$ cat config.mk
export PLATFORM = sky130hd
export DESIGN_NAME = restoring_divide_fsmd
export DESIGN_NICKNAME = d
export VERILOG_FILES = /design/src/rtl/restoring_divide_fsmd_pkg.sv /design/src/rtl/restoring_divide_fsmd_step.sv /design/src/rtl/restoring_divide_fsmd.sv
export SDC_FILE = /design/constraint.sdc
export NUM_CORES = 1
export LEC_CHECK = 0
export CAP_MARGIN = 0
export CORE_MARGIN = 2
export CORE_UTILIZATION = 42
export DETAILED_ROUTE_END_ITERATION = 8
export RECOVER_POWER = 100
export REMOVE_ABC_BUFFERS = 1
export SYNTH_ARGS = -nofsm -noshare
export SYNTH_HDL_FRONTEND = slang
export SYNTH_SLANG_ARGS = --single-unit
$ cat constraint.sdc
create_clock -name clk_i -period 5.3 [get_ports clk_i]
set_clock_uncertainty 0.05 [all_clocks]
set_input_delay 1.06 -clock clk_i [delete_from_list [all_inputs] [get_ports clk_i]]
set_output_delay 1.06 -clock clk_i [all_outputs]
set_load 0.02 [all_outputs]
$ cat src/rtl/restoring_divide_fsmd_pkg.sv
// restoring_divide_fsmd_pkg: FSMD state encoding and default width shared by the divider and multiplier FSMDs
package restoring_divide_fsmd_pkg;
  localparam int DEFAULT_DATA_SIZE = 8;
  typedef enum logic [2:0] {
    IDLE     = 3'd0,
    LOAD     = 3'd1,
    ITERATE  = 3'd2,
    SIGN_FIX = 3'd3,
    FINISH   = 3'd4
  } state_t;
endpackage

$ cat src/rtl/restoring_divide_fsmd_step.sv
// restoring_div_step: one shift / trial-subtract / restore step of unsigned restoring division
module restoring_div_step #(
  parameter int W = 8
) (
  input  logic [W-1:0] rem,
  input  logic [W-1:0] quo,
  input  logic [W-1:0] dvs,
  output logic [W-1:0] next_rem,
  output logic [W-1:0] next_quo
);
  logic [W:0] trial;
  // rem < dvs <= 2^(W-1) always holds, so the shifted remainder fits in W bits and trial[W] is the borrow
  always_comb begin
    trial    = {rem, quo[W-1]} - {1'b0, dvs};
    next_rem = trial[W] ? {rem[W-2:0], quo[W-1]} : trial[W-1:0];
    next_quo = {quo[W-2:0], ~trial[W]};
  end
endmodule

$ cat src/rtl/restoring_divide_fsmd.sv
// restoring_divide_fsmd: signed multi-cycle restoring divider, truncating quotient, remainder follows the dividend
module restoring_divide_fsmd
  import restoring_divide_fsmd_pkg::*;
#(
  parameter int DATA_SIZE = DEFAULT_DATA_SIZE
) (
  input  logic                 clk_i,
  input  logic                 reset_i,
  input  logic                 enable_i,
  input  logic [DATA_SIZE-1:0] dividend_i,
  input  logic [DATA_SIZE-1:0] divisor_i,
  output logic                 data_valid_o,
  output logic [DATA_SIZE-1:0] quotient_o,
  output logic [DATA_SIZE-1:0] remainder_o,
  output logic                 divide_by_zero_o
);
  localparam int CW = $clog2(DATA_SIZE + 1);

  state_t               state, next_state;
  logic [DATA_SIZE-1:0] dvd_r, dvs_r, dvs_mag, quo_r, rem_r, step_quo, step_rem;
  logic [CW-1:0]        cnt_r;
  logic                 neg_q, neg_r, dbz_r;

  restoring_div_step #(.W(DATA_SIZE)) u_step (
    .rem      (rem_r),
    .quo      (quo_r),
    .dvs      (dvs_mag),
    .next_rem (step_rem),
    .next_quo (step_quo)
  );

  always_ff @(posedge clk_i or posedge reset_i)
    if (reset_i) state <= IDLE;
    else         state <= next_state;

  always_comb begin
    next_state = IDLE;
    case (state)
      IDLE:     next_state = enable_i ? LOAD : IDLE;
      LOAD:     next_state = (dvs_r == '0) ? FINISH : ITERATE;
      ITERATE:  next_state = (cnt_r == CW'(1)) ? SIGN_FIX : ITERATE;
      SIGN_FIX: next_state = FINISH;
      FINISH:   next_state = enable_i ? FINISH : IDLE;
      default:  next_state = IDLE;
    endcase
  end

  // quo_r starts as |dividend| and is shifted out while quotient bits shift in
  always_ff @(posedge clk_i or posedge reset_i)
    if (reset_i) begin
      dvd_r   <= '0;
      dvs_r   <= '0;
      dvs_mag <= '0;
      quo_r   <= '0;
      rem_r   <= '0;
      cnt_r   <= '0;
      neg_q   <= 1'b0;
      neg_r   <= 1'b0;
      dbz_r   <= 1'b0;
    end else begin
      case (state)
        IDLE: begin
          dvd_r <= enable_i ? dividend_i : dvd_r;
          dvs_r <= enable_i ? divisor_i : dvs_r;
        end
        LOAD: begin
          dvs_mag <= dvs_r[DATA_SIZE-1] ? -dvs_r : dvs_r;
          neg_q   <= dvd_r[DATA_SIZE-1] ^ dvs_r[DATA_SIZE-1];
          neg_r   <= dvd_r[DATA_SIZE-1];
          dbz_r   <= dvs_r == '0;
          cnt_r   <= CW'(DATA_SIZE);
          quo_r   <= (dvs_r == '0) ? '1 : (dvd_r[DATA_SIZE-1] ? -dvd_r : dvd_r);
          rem_r   <= (dvs_r == '0) ? dvd_r : '0;
        end
        ITERATE: begin
          quo_r <= step_quo;
          rem_r <= step_rem;
          cnt_r <= cnt_r - CW'(1);
        end
        SIGN_FIX: begin
          quo_r <= neg_q ? -quo_r : quo_r;
          rem_r <= neg_r ? -rem_r : rem_r;
        end
        default: ;
      endcase
    end

  always_ff @(posedge clk_i or posedge reset_i)
    if (reset_i) begin
      data_valid_o     <= 1'b0;
      quotient_o       <= '0;
      remainder_o      <= '0;
      divide_by_zero_o <= 1'b0;
    end else begin
      data_valid_o     <= state == FINISH;
      quotient_o       <= (state == FINISH) ? quo_r : '0;
      remainder_o      <= (state == FINISH) ? rem_r : '0;
      divide_by_zero_o <= (state == FINISH) & dbz_r;
    end
endmodule

==> out/qor_table.md <==
| Parameter | This run | Unit |
|---|---|---|
| Outcome | finished with violations | - |
| Failing checks | capacitance limit, slew limit | - |
| Net count reported at finish | 463 | - |
| Measured slew at the worst slew-check pin | 1.58 | ns |
| Clock period minus worst slack | 3.07 | ns |
| Standard-cell row count | 34 | - |
| Floorplan die area | 9830 | um^2 |
| Most used standard cell by instance count after synthesis | sky130_fd_sc_hd__dfrtp_1 | - |
| CTS buffer count | 9 | - |
| Seq/Total Area, Yosys | 44.8 | % |
| Starting utilization of the core area | 43.4 | % |
| Synthesized instance count | 393 | - |
| Drt wl/cell | 16.1 | um |
| Number of primary I/O pins | 37 | - |
| Number of antenna violations at the first check in global routing | 0 | - |
| Worst hold path startpoint | cnt_r[3]$_DFFE_PP0P_ | - |
| Slack of the worst reg-to-reg path | 2.23 | ns |
| Area growth, synth to finish | 16.5 | % |
| Total of fill cells in the finished design | 853 | - |
| Power per Cell Area | 661 | nW/um^2 |
| Final Cycle Share | 57.9 | % |
| Number of endpoints with negative hold slack in the final report | 0 | - |
| Cell taking the most area after synthesis | sky130_fd_sc_hd__dfrtp_1 | - |
| Vias in the first global route | 2946 | - |
| Cts repair resizes | 0 | - |
| Category of the worst setup path launch point | flop | - |
| TNS Setup | 0 | ns |
| Synthesized area | 3800 | um^2 |
| CTS tree | yes | - |
| Maximum frequency from static timing analysis | 0.326 | GHz |
| Horizontal extent of the die | 99.2 | um |
| Number of max-slew violations in the final report | 16 | - |
| WHS | 0.428 | ns |
| Clock Latency Late Sink | 0.35 | ns |
| Arrival @ worst endpoint | 3.27 | ns |
| Routed vias | 3057 | - |
| Worst vdd ir | 0.000288 | V |
| Proportion of synthesized flip-flops having asynchronous set or reset | 100 | % |
| Layout cell share with drive strength beyond 1 | 8.99 | % |
| Largest driver fanout on the critical path | 8 | - |
| Top cells by instance count after synthesis | 68 x sky130_fd_sc_hd__dfrtp_1, 32 x sky130_fd_sc_hd__nor2_1, 31 x sky130_fd_sc_hd__nand2_1, 23 x sky130_fd_sc_hd__o21ai_0, 20 x sky130_fd_sc_hd__inv_1 | - |
| R2r worst-path depth | 9 | - |
| Class of the most critical setup path | flop to flop | - |
| Crit path required time | 5.50 | ns |
| Number of antenna-violating nets in the routed design | 0 | - |
| Post-synthesis sequential element count | 68 | - |
| EDFF count, synth | 0 | - |
| Antenna diode count | 0 | - |
| Hold path endpoint | cnt_r[3]$_DFFE_PP0P_ | - |
| Largest net degree at the start of global routing | 36 | - |
| Synth cell types | 61 | - |
| GP Congestion | 0.850 | - |
| Remaining routing DRC violations | 0 | - |
| Cell leakage power | 1.98 | nW |
| Synth top area share | 44.8 | % |
| Vertical die dimension | 99.2 | um |
| Root buf cell | sky130_fd_sc_hd__clkbuf_8 | - |
| Max clock buf depth | 2 | - |
| GRT Total Usage | 19.1 | % |
| Destination of the worst register-to-register timing path | rem_r[0]$_DFFE_PP0P_ | - |
| R2r startpoint | quo_r[7]$_DFFE_PP0P_ | - |
| Max capacitance violation total | 1 | - |
| Count of endpoints failing setup in the final report | 0 | - |
| Top cells by area in the synthesized netlist | sky130_fd_sc_hd__dfrtp_1 45%, sky130_fd_sc_hd__ha_1 4.6%, sky130_fd_sc_hd__mux2_2 3.6% | - |
| Total wire length | 8.74 | mm |
| Setup repair after global routing missed its margin | no | - |
| Hold crit path type | flop to flop | - |
| Via density per instance | 5.64 | - |
| Syn. warnings | 0 | - |
| Core Region | 8760 | um^2 |
| Critical Path, Cell by Cell | inv_1 > ha_1 > fa_1 > nand2b_1 > a211oi_1 > mux2i_1 > nor2_1 > mux2_1 > o221ai_1 | - |
| H-tree depth reported by CTS | 3 | - |
| Type of destination of the critical path | flop | - |
| Relative slew margins | -6.47 | % |
| Clock slew at reported path FFs | 0.07 | ns |
| Cts hold-fix bufs | 0 | - |
| Number of buffers inserted by post-CTS setup repair | 0 | - |
| Sinks on the clock net | 68 | - |
| Input/output buffers | 36 | - |
| First-pass iteration count of the detailed router | 8 | - |
| Largest incremental delay on the critical path | 0.55 | ns |
| Iteration-0 DRC Markers | 175 | - |
| Syn avg cell area | 9.68 | um^2 |
| Half-perimeter wire length after detailed placement | 6.38 | mm |
| Grt ovf | 0 | - |
| Final core occ | 50.5 | % |
| Flip-flop cell with the highest count after synthesis | sky130_fd_sc_hd__dfrtp_1 | - |
| Number of stages on the worst hold path | 1 | - |
| First-pass GRT wire length | 14.8 | mm |
| Master of the slowest instance on the critical path | sky130_fd_sc_hd__nor2_1 | - |
-- sequential cells by signal (all words and copies together) (netlist names) --
signal and flops:
dvd_r 8, data_valid_o 1, neg_r 1, rem_r 8
cnt_r 4, neg_q 1, remainder_o 8, dbz_r 1
state 3, dvs_r 8, dvs_mag 8, quotient_o 8
divide_by_zero_o 1, quo_r 8
-- logic make-up (layout without fill, tap and decap cells) --
family	after synthesis	count (layout)	synth area share (%)
buf+inv	36	77	3.69
fa+ha+maj	15	15	5.13
xor+xnor	19	19	4.38
mux	22	22	6.35
compound gates	94	94	16.0
simple gates	139	139	19.7
flops	68	68	44.8
-- critical path, delay by kind of cell (launching register included) --
family,cells,cell delay [ns]
compound gates,2,0.47
fa+ha+maj,2,0.64
buf+inv,1,0.11
flops,1,0.38
mux,2,0.57
simple gates,2,0.75
-- area by class of cell --
class	instances	area, um^2	area share, %
flip-flops and latches	68	1700	38.4
multi-input cells	289	1950	44.0
well taps	108	135	3.05
repair buffers	39	375	8.48
clock inverters	5	52.6	1.19
clock buffers	11	131	2.97
inverters	22	82.6	1.86
-- per-layer routing --
layer	global-route usage (%)	vias up	part of all wire, %
met5	0	-	0
met2	28.1	98	44
li1	-	1477	-
met3	3.09	18	5.4
met1	27.9	1464	48
met4	8.01	0	1.8
-- report_power, final --
part / leakage (nW) / total (mW) / switching [mW] / internal [mW]
combinational: 1.02 / 1.49 / 0.824 / 0.670
sequential: 0.860 / 1.02 / 0.297 / 0.720
clock: 0.0931 / 0.415 / 0.200 / 0.215
total: 1.98 / 2.93 / 1.32 / 1.61
-- cell usage in the layout (no fill, tap or decap), drive strengths merged, types with 10 or more instances in the layout --
cell type | Yosys | routed
inv | 21 | 21
dfrtp | 68 | 68
o21ai | 29 | 29
ha | 14 | 14
clkdlybuf4s50 | 0 | 17
a21oi | 19 | 19
dlygate4sd3 | 0 | 19
and2 | 13 | 13
nand2b | 11 | 11
xor2 | 10 | 10
nand2 | 31 | 31
nor3 | 19 | 19
mux2 | 14 | 14
clkbuf | 9 | 13
nor2 | 34 | 34
-- how the worst max path moves through the flow --
stage | depth (start not counted) | startpoint | to
after floorplan | 3 | enable_i | dvd_r[2]$_DFFE_PP0P_
after global placement | 9 | quo_r[7]$_DFFE_PP0P_ | rem_r[7]$_DFFE_PP0P_
after detailed placement | 9 | quo_r[7]$_DFFE_PP0P_ | rem_r[7]$_DFFE_PP0P_
after CTS | 9 | quo_r[7]$_DFFE_PP0P_ | rem_r[7]$_DFFE_PP0P_
after global routing | 5 | state[0]$_DFF_PP0_ | quo_r[0]$_DFFE_PP0P_
final | 9 | quo_r[7]$_DFFE_PP0P_ | rem_r[0]$_DFFE_PP0P_
-- per-stage QoR --
step / area (um^2) / setup slack [ns] / instances / power (mW)
finish: 4430 / 2.23 / 542 / 2.93
global route: 4430 / 2.01 / 542 / 3.19
detailed placement: 4270 / 2.43 / 526 / 2.54
global placement: 4270 / 2.56 / 526 / 2.51
CTS: 4450 / 2.41 / 542 / 2.96
floorplan: 3740 / 2.36 / 379 / 2.11
No activity file was read; power rests on OpenSTA's default activity.
